## config.mk

```make
export PLATFORM = sky130hd
export DESIGN_NAME = gpio_mulpop_flat
export DESIGN_NICKNAME = d
export VERILOG_FILES = /design/src/rtl/gpio_mulpop_if.sv /design/src/rtl/gpio_mulpop.sv /design/src/flat_wrapper.sv
export SDC_FILE = /design/constraint.sdc
export NUM_CORES = 1
export LEC_CHECK = 0
export CAP_MARGIN = 20
export CORE_ASPECT_RATIO = 1.75
export CORE_MARGIN = 2
export CORE_UTILIZATION = 60
export DETAILED_ROUTE_END_ITERATION = 10
export PLACE_DENSITY = 0.84
export SLEW_MARGIN = 0
export SYNTH_ARGS = -nofsm -noshare
export SYNTH_HDL_FRONTEND = slang
export SYNTH_SLANG_ARGS = --single-unit
```

## constraint.sdc

```tcl
create_clock -name clk -period 4.6 [get_ports clk]
set_input_delay 0.92 -clock clk [delete_from_list [all_inputs] [get_ports clk]]
set_output_delay 0.92 -clock clk [all_outputs]
set_load 0.03 [all_outputs]
```

## src/rtl/gpio_mulpop_if.sv

```systemverilog
// Bus and GPIO signal bundle between the kernel-module bus model and gpio_mulpop.
interface gpio_mulpop_if #(
    parameter int DATA_W = 32
);
    logic [31:0]       saddress;
    logic              swr;
    logic              srd;
    logic [DATA_W-1:0] sdata_in;
    logic [DATA_W-1:0] sdata_out;
    logic [DATA_W-1:0] gpio_in;
    logic              gpio_latch;
    logic [DATA_W-1:0] gpio_out;
    logic [DATA_W-1:0] gpio_in_s_insp;

    modport master (
        output saddress, swr, srd, sdata_in, gpio_in, gpio_latch,
        input  sdata_out, gpio_out, gpio_in_s_insp
    );

    modport slave (
        input  saddress, swr, srd, sdata_in, gpio_in, gpio_latch,
        output sdata_out, gpio_out, gpio_in_s_insp
    );
endinterface

```

## src/rtl/gpio_mulpop.sv

```systemverilog
// GPIO-emulator peripheral: sequential shift-add multiplier followed by a bit-serial
// popcount of the low product word, with status, result and operation-counter registers.
module gpio_mulpop #(
    parameter int          IN_W    = 24,
    parameter int          DATA_W  = 32,
    parameter int          CNT_W   = 16,
    parameter logic [31:0] ADDR_A1 = 32'h2C8,
    parameter logic [31:0] ADDR_A2 = 32'h2D0,
    parameter logic [31:0] ADDR_W  = 32'h2D8,
    parameter logic [31:0] ADDR_WH = 32'h2F0,
    parameter logic [31:0] ADDR_L  = 32'h2E0,
    parameter logic [31:0] ADDR_B  = 32'h2E8,
    parameter logic [31:0] ADDR_C  = 32'h2F8
) (
    input logic          clk,
    input logic          n_reset,
    gpio_mulpop_if.slave bus
);
    localparam int PW = 2 * IN_W;
    localparam int XW = 2 * DATA_W;
    localparam int SW = $clog2(DATA_W + 1);

    typedef enum logic [1:0] {IDLE, MUL, POP, FIN} state_t;

    state_t            state_q;
    logic [IN_W-1:0]   a1_q;
    logic [IN_W-1:0]   mcd_q;
    logic [PW-1:0]     mpl_q;
    logic [PW-1:0]     acc_q;
    logic [PW-1:0]     prod_q;
    logic [DATA_W-1:0] pop_q;
    logic [DATA_W-1:0] ones_q;
    logic [SW-1:0]     step_q;
    logic [SW-1:0]     ones_run_q;
    logic [CNT_W-1:0]  ops_q;
    logic [DATA_W-1:0] gpio_out_q;
    logic [DATA_W-1:0] insp_q;
    logic [DATA_W-1:0] sdata_out_q;
    logic              ovf_q, busy_q, bad_a1_q, bad_a2_q, done_q, rej_q;
    logic              latch_q;

    logic [PW-1:0]     acc_d;
    logic [DATA_W-1:0] acc_lo_d;
    logic [XW-1:0]     prod_x;
    logic [DATA_W-1:0] status;
    logic [DATA_W-1:0] rd_d;
    logic              bad_in, hit_a1, hit_a2, latch_rise;

    always_comb begin
        acc_d      = mcd_q[0] ? acc_q + mpl_q : acc_q;
        acc_lo_d   = DATA_W'(acc_d);
        prod_x     = XW'(prod_q);
        bad_in     = (bus.sdata_in >> IN_W) != '0;
        hit_a1     = bus.saddress == ADDR_A1;
        hit_a2     = bus.saddress == ADDR_A2;
        latch_rise = bus.gpio_latch & ~latch_q;
        status      = '0;
        status[5:0] = {rej_q, done_q, bad_a2_q, bad_a1_q, busy_q, ovf_q};
        rd_d = '0;
        case (bus.saddress)
            ADDR_W:  rd_d = prod_x[DATA_W-1:0];
            ADDR_WH: rd_d = prod_x[XW-1:DATA_W];
            ADDR_L:  rd_d = ones_q;
            ADDR_B:  rd_d = status;
            ADDR_C:  rd_d = DATA_W'(ops_q);
            default: rd_d = '0;
        endcase
    end

    always_ff @(posedge clk or negedge n_reset) begin
        if (!n_reset) begin
            state_q     <= IDLE;
            a1_q        <= '0;
            mcd_q       <= '0;
            mpl_q       <= '0;
            acc_q       <= '0;
            prod_q      <= '0;
            pop_q       <= '0;
            ones_q      <= '0;
            step_q      <= '0;
            ones_run_q  <= '0;
            ops_q       <= '0;
            gpio_out_q  <= '0;
            insp_q      <= '0;
            sdata_out_q <= '0;
            ovf_q       <= 1'b0;
            busy_q      <= 1'b0;
            bad_a1_q    <= 1'b0;
            bad_a2_q    <= 1'b0;
            done_q      <= 1'b0;
            rej_q       <= 1'b0;
            latch_q     <= 1'b0;
        end else begin
            latch_q <= bus.gpio_latch;
            // A read snapshots the counter into the inspection register and beats a latch edge
            if (bus.srd) begin
                sdata_out_q <= rd_d;
                insp_q      <= DATA_W'(ops_q);
            end else if (latch_rise) begin
                insp_q <= bus.gpio_in;
            end

            unique case (state_q)
                IDLE: ;
                MUL: begin
                    acc_q <= acc_d;
                    mpl_q <= mpl_q << 1;
                    mcd_q <= mcd_q >> 1;
                    if (step_q == SW'(IN_W - 1)) begin
                        step_q     <= '0;
                        pop_q      <= acc_lo_d;
                        ones_run_q <= '0;
                        state_q    <= POP;
                    end else begin
                        step_q <= step_q + 1'b1;
                    end
                end
                POP: begin
                    ones_run_q <= ones_run_q + SW'(pop_q[0]);
                    pop_q      <= pop_q >> 1;
                    if (step_q == SW'(DATA_W - 1)) begin
                        step_q  <= '0;
                        state_q <= FIN;
                    end else begin
                        step_q <= step_q + 1'b1;
                    end
                end
                FIN: begin
                    prod_q  <= acc_q;
                    ones_q  <= DATA_W'(ones_run_q);
                    ovf_q   <= (XW'(acc_q) >> DATA_W) != '0;
                    done_q  <= 1'b1;
                    busy_q  <= 1'b0;
                    ops_q   <= ops_q + 1'b1;
                    state_q <= IDLE;
                end
                default: state_q <= IDLE;
            endcase

            // Operand writes only act in IDLE, so they never collide with the FSM updates above
            if (bus.swr) begin
                if (hit_a1 || hit_a2) begin
                    if (busy_q) begin
                        rej_q <= 1'b1;
                    end else begin
                        done_q <= 1'b0;
                        ovf_q  <= 1'b0;
                        rej_q  <= 1'b0;
                        if (hit_a1) begin
                            if (bad_in) begin
                                bad_a1_q <= 1'b1;
                            end else begin
                                a1_q     <= bus.sdata_in[IN_W-1:0];
                                bad_a1_q <= 1'b0;
                            end
                        end else if (bad_in) begin
                            bad_a2_q <= 1'b1;
                        end else begin
                            bad_a2_q <= 1'b0;
                            mcd_q    <= bus.sdata_in[IN_W-1:0];
                            if (!bad_a1_q) begin
                                busy_q  <= 1'b1;
                                state_q <= MUL;
                                step_q  <= '0;
                                acc_q   <= '0;
                                mpl_q   <= PW'(a1_q);
                            end
                        end
                    end
                end else begin
                    gpio_out_q <= bus.sdata_in;
                end
            end
        end
    end

    assign bus.sdata_out      = sdata_out_q;
    assign bus.gpio_out       = gpio_out_q;
    assign bus.gpio_in_s_insp = insp_q;
endmodule

```

## src/flat_wrapper.sv

```systemverilog
// flat-port wrapper written by rule: the top's interface ports become plain ports
module gpio_mulpop_flat 
#(
    parameter int          IN_W    = 24,
    parameter int          DATA_W  = 32,
    parameter int          CNT_W   = 16,
    parameter logic [31:0] ADDR_A1 = 32'h2C8,
    parameter logic [31:0] ADDR_A2 = 32'h2D0,
    parameter logic [31:0] ADDR_W  = 32'h2D8,
    parameter logic [31:0] ADDR_WH = 32'h2F0,
    parameter logic [31:0] ADDR_L  = 32'h2E0,
    parameter logic [31:0] ADDR_B  = 32'h2E8,
    parameter logic [31:0] ADDR_C  = 32'h2F8
)
  (clk, n_reset, bus_saddress, bus_swr, bus_srd, bus_sdata_in, bus_gpio_in, bus_gpio_latch, bus_sdata_out, bus_gpio_out, bus_gpio_in_s_insp);
  gpio_mulpop_if #(.DATA_W(DATA_W)) bus_i ();
  input logic clk;
  input logic n_reset;
  input wire logic [$bits(bus_i.saddress)-1:0] bus_saddress;
  input wire logic [$bits(bus_i.swr)-1:0] bus_swr;
  input wire logic [$bits(bus_i.srd)-1:0] bus_srd;
  input wire logic [$bits(bus_i.sdata_in)-1:0] bus_sdata_in;
  input wire logic [$bits(bus_i.gpio_in)-1:0] bus_gpio_in;
  input wire logic [$bits(bus_i.gpio_latch)-1:0] bus_gpio_latch;
  output wire logic [$bits(bus_i.sdata_out)-1:0] bus_sdata_out;
  output wire logic [$bits(bus_i.gpio_out)-1:0] bus_gpio_out;
  output wire logic [$bits(bus_i.gpio_in_s_insp)-1:0] bus_gpio_in_s_insp;
  assign bus_i.saddress = bus_saddress;
  assign bus_i.swr = bus_swr;
  assign bus_i.srd = bus_srd;
  assign bus_i.sdata_in = bus_sdata_in;
  assign bus_i.gpio_in = bus_gpio_in;
  assign bus_i.gpio_latch = bus_gpio_latch;
  assign bus_sdata_out = bus_i.sdata_out;
  assign bus_gpio_out = bus_i.gpio_out;
  assign bus_gpio_in_s_insp = bus_i.gpio_in_s_insp;
  gpio_mulpop #(.IN_W(IN_W), .DATA_W(DATA_W), .CNT_W(CNT_W), .ADDR_A1(ADDR_A1), .ADDR_A2(ADDR_A2), .ADDR_W(ADDR_W), .ADDR_WH(ADDR_WH), .ADDR_L(ADDR_L), .ADDR_B(ADDR_B), .ADDR_C(ADDR_C)) u_core (.clk(clk), .n_reset(n_reset), .bus(bus_i));
endmodule
```

==> results.cfg <==
[clock_tree]
post_cts_buffers = 0
clock_sinks = 363
cts.root.buffer_cell = clkbuf_16
holdBufCountCts = 0
clk_pin_slew_worst_paths_ps = 70
buffers_from_clock_root_to_sink_at_most = 3
htree_num_levels = 2
tritoncts_buffer_count = 35
cts-resized-gates = 0
clock_insertion_delay_worst_skew_ps = 540
cts_tree = yes

[die]
initial_core_util_pct = 60.5
core.rowCount = 85
io_pins = 197
design.core.area_mm2 = 0.0305
die_height_um = 236
chipWidth_um = 137
dieArea_mm2 = 0.0323

[min_path]
min-delay-path-class = in2async

[yosys]
post_syn_nets = 1981
yosysSeqAreaShare_pct = 49.2
syn_warnings = 0
syn-mean-instance-area_um2 = 10.1
synthesis.area_mm2 = 0.0185
synthArstFlopShare_pct = 100
synth_top_area_cell = dfrtp_1
synth.top_cells.by_area = dfrtp_1 (49%), mux2_2 (7.4%), mux2i_1 (6.0%)
yosys_most_used_dff = dfrtp_1
synth.distinct_cells = 68
synthDominantCellAreaShare_pct = 49.2
syn-instance-count = 1824
synth_enable_flop_cells = 0
synth.ff_latch_count = 363

[sta]
fin_crit_ps = 3690
setup_viol = 0
timing_max_transition_violations_final = 0
rsz0062_at_grt = false
worst_pin_slew_ps = 1070
headroom_to_the_max_slew_limit_pct = 28.5
post-route-period-util_pct = 80.3
clock.fmax_mhz = 271
hold_violations = 0
timing.setup.tns_ps = 0
setup_ws_ps = 906
worst_clock_skew_ps = 15.6

[placed_design]
dp_slack_ps = 378
dpl.hpwl_mm = 33.4
gp_congestion = 0.928
dpl-instance-area_mm2 = 0.0207
dpl.cell_count = 2332
io_buffers = 196

[critical_path]
critical_path_peak_fanout = 48
r2r_setup_slack_ps = 950
path_cells = clkdlybuf4s50_1, or4_1, nor4_2, nand3_1, nor4_1, nand2_1, or3_2, nand2b_4, buf_4, nor2_1, a21oi_1
critPathSlowestCell = or4_1
critical-path-max-stage-delay_ps = 530
crit_path_end_kind = flop
timing.critical_path.buf_inv = 2
timing_worst_setup_path_type = in2reg
critical_path_required_ps = 5000
timing.critical_path.max_delay_family = simple AND/OR/NAND/NOR gates
crit_path_start_kind = primary input
cp_data_arrival_time_ps = 4090

[pwr]
cellPowerDensity_mw_per_mm2 = 299
leakage_nw = 8.85
power.ir.vdd_worst_mv = 0.342

[route]
drt-vias-per-instance = 6.07
num_vias = 14500
drc_violation_total_after_the_first_tritonroute_iteration = 894
drc = 0
detail_route.wirelength_mm = 45.8
dr_pass1_iterations = 7
route.detailed.wl_per_inst_um = 19.2
route.antenna.remaining_nets = 0

[status]
status = complete, no violations

[final_layout]
finalNetCount = 2135
area_growth_synth_to_finish_pct = 18.2
drive_gt1_share_pct = 11.0
final_cell_mix = dfrtp_1 (363), nand2_1 (204), clkdlybuf4s50_1 (194)
most_frequent_standard_cell_in_the_layout_excluding_fill_and_tap_cells = dfrtp_1
final_cells = 2392
antenna-diode-count = 0
final_cell_area_excluding_filler_cells_mm2 = 0.0218

[global_route]
track_usage_pct = 29.1
antenna_found_initial = 0
via_count_of_the_first_global_routing_pass = 15200
grt_ovf = 0
grt_max_degree = 123
grt_first_pass_wirelength_mm = 75.2

[run]
max-cap-violations = 0
## kinds of logic after synthesis
kind of cell,Yosys count,synth area share [%]
AND/OR/NAND/NOR,514,12.6
AO/OA/AOI/OAI,449,14.5
adder cells (fa/ha/maj),56,3.83
multiplexers,233,13.5
flip-flops,363,49.2
XOR/XNOR,58,2.75
buffers and inverters,151,3.58
## final timing paths
check	startpoint	cells past startpoint	endpoint
worst max-delay path	bus_saddress[25]	11	u_core.mpl_q[14]
worst min register to register	u_core.pop_q[17]	2	u_core.pop_q[17]
worst max register to register	u_core.acc_q[0]	11	u_core.pop_q[24]
min in group clk	u_core.pop_q[17]	2	u_core.pop_q[17]
worst min-delay path	n_reset	1	u_core.bus.sdata_out[29]
max in group asynchronous	n_reset	2	u_core.prod_q[35]
## power by group
| part | switching (mW) | total [mW] | internal, mW |
|---|---|---|---|
| registers | 0.0232 | 3.26 | 3.24 |
| clock network | 1.25 | 2.81 | 1.57 |
| logic | 0.246 | 0.446 | 0.200 |
## per-layer routing
metal	global-route usage [%]	up-vias	share of wire, %
met1	33.2	7153	37
met3	3.42	144	4.4
met2	52.6	447	53
li1	-	6785	-
met5	0	-	0
met4	14.8	0	5.2
## layout make-up
class | instances | area (um^2)
Inverter | 40 | 150
Clock inverter | 13 | 148
Clock buffer | 47 | 971
Tap cell | 391 | 489
Timing Repair Buffer | 228 | 2250
Sequential cell | 363 | 9080
Multi-Input combinational cell | 1310 | 8740
Fill cell | 2193 | 8690
## state kept, by name, summed over array words and instances (netlist names), 16 cells and up
name	flops
u_core.prod_q	48
u_core.ops_q	16
u_core.bus.gpio_out	32
u_core.acc_q	48
u_core.mpl_q	48
u_core.mcd_q	24
u_core.a1_q	24
u_core.pop_q	32
u_core.bus.sdata_out	32
u_core.bus.gpio_in_s_insp	32
## worst register-to-register path, delay by kind of cell (launching register included)
kind            cells  cell delay, ps
simple gates        2             410
fa+ha+maj           2             700
compound gates      7            1990
flops               1             420
## metrics by stage
step | hold slack (ps) | util, % | total power [mW]
after floorplan | 441 | - | 3.49
after global placement | 458 | 67.9 | 3.76
after detailed placement | 470 | 67.9 | 3.77
after CTS | 485 | 71.5 | 6.58
after global routing | 504 | 71.5 | 6.73
final | 464 | 71.5 | 6.52
## cells in the mapped netlist (12+ instances only)
cell,count
nor2b_1,14
o21ai_0,104
ha_1,55
inv_1,40
a211oi_1,21
nor4_1,12
o21a_1,12
a21oi_1,185
xor2_1,23
mux2i_1,110
a222oi_1,15
nand4_1,22
nand3_1,40
nor2_1,147
a21o_1,34
nor3_1,12
clkbuf_1,79
nand2_1,204
dfrtp_1,363
mux2_2,121
xnor2_1,35
Note: power is estimated with default switching activity, not from simulation.
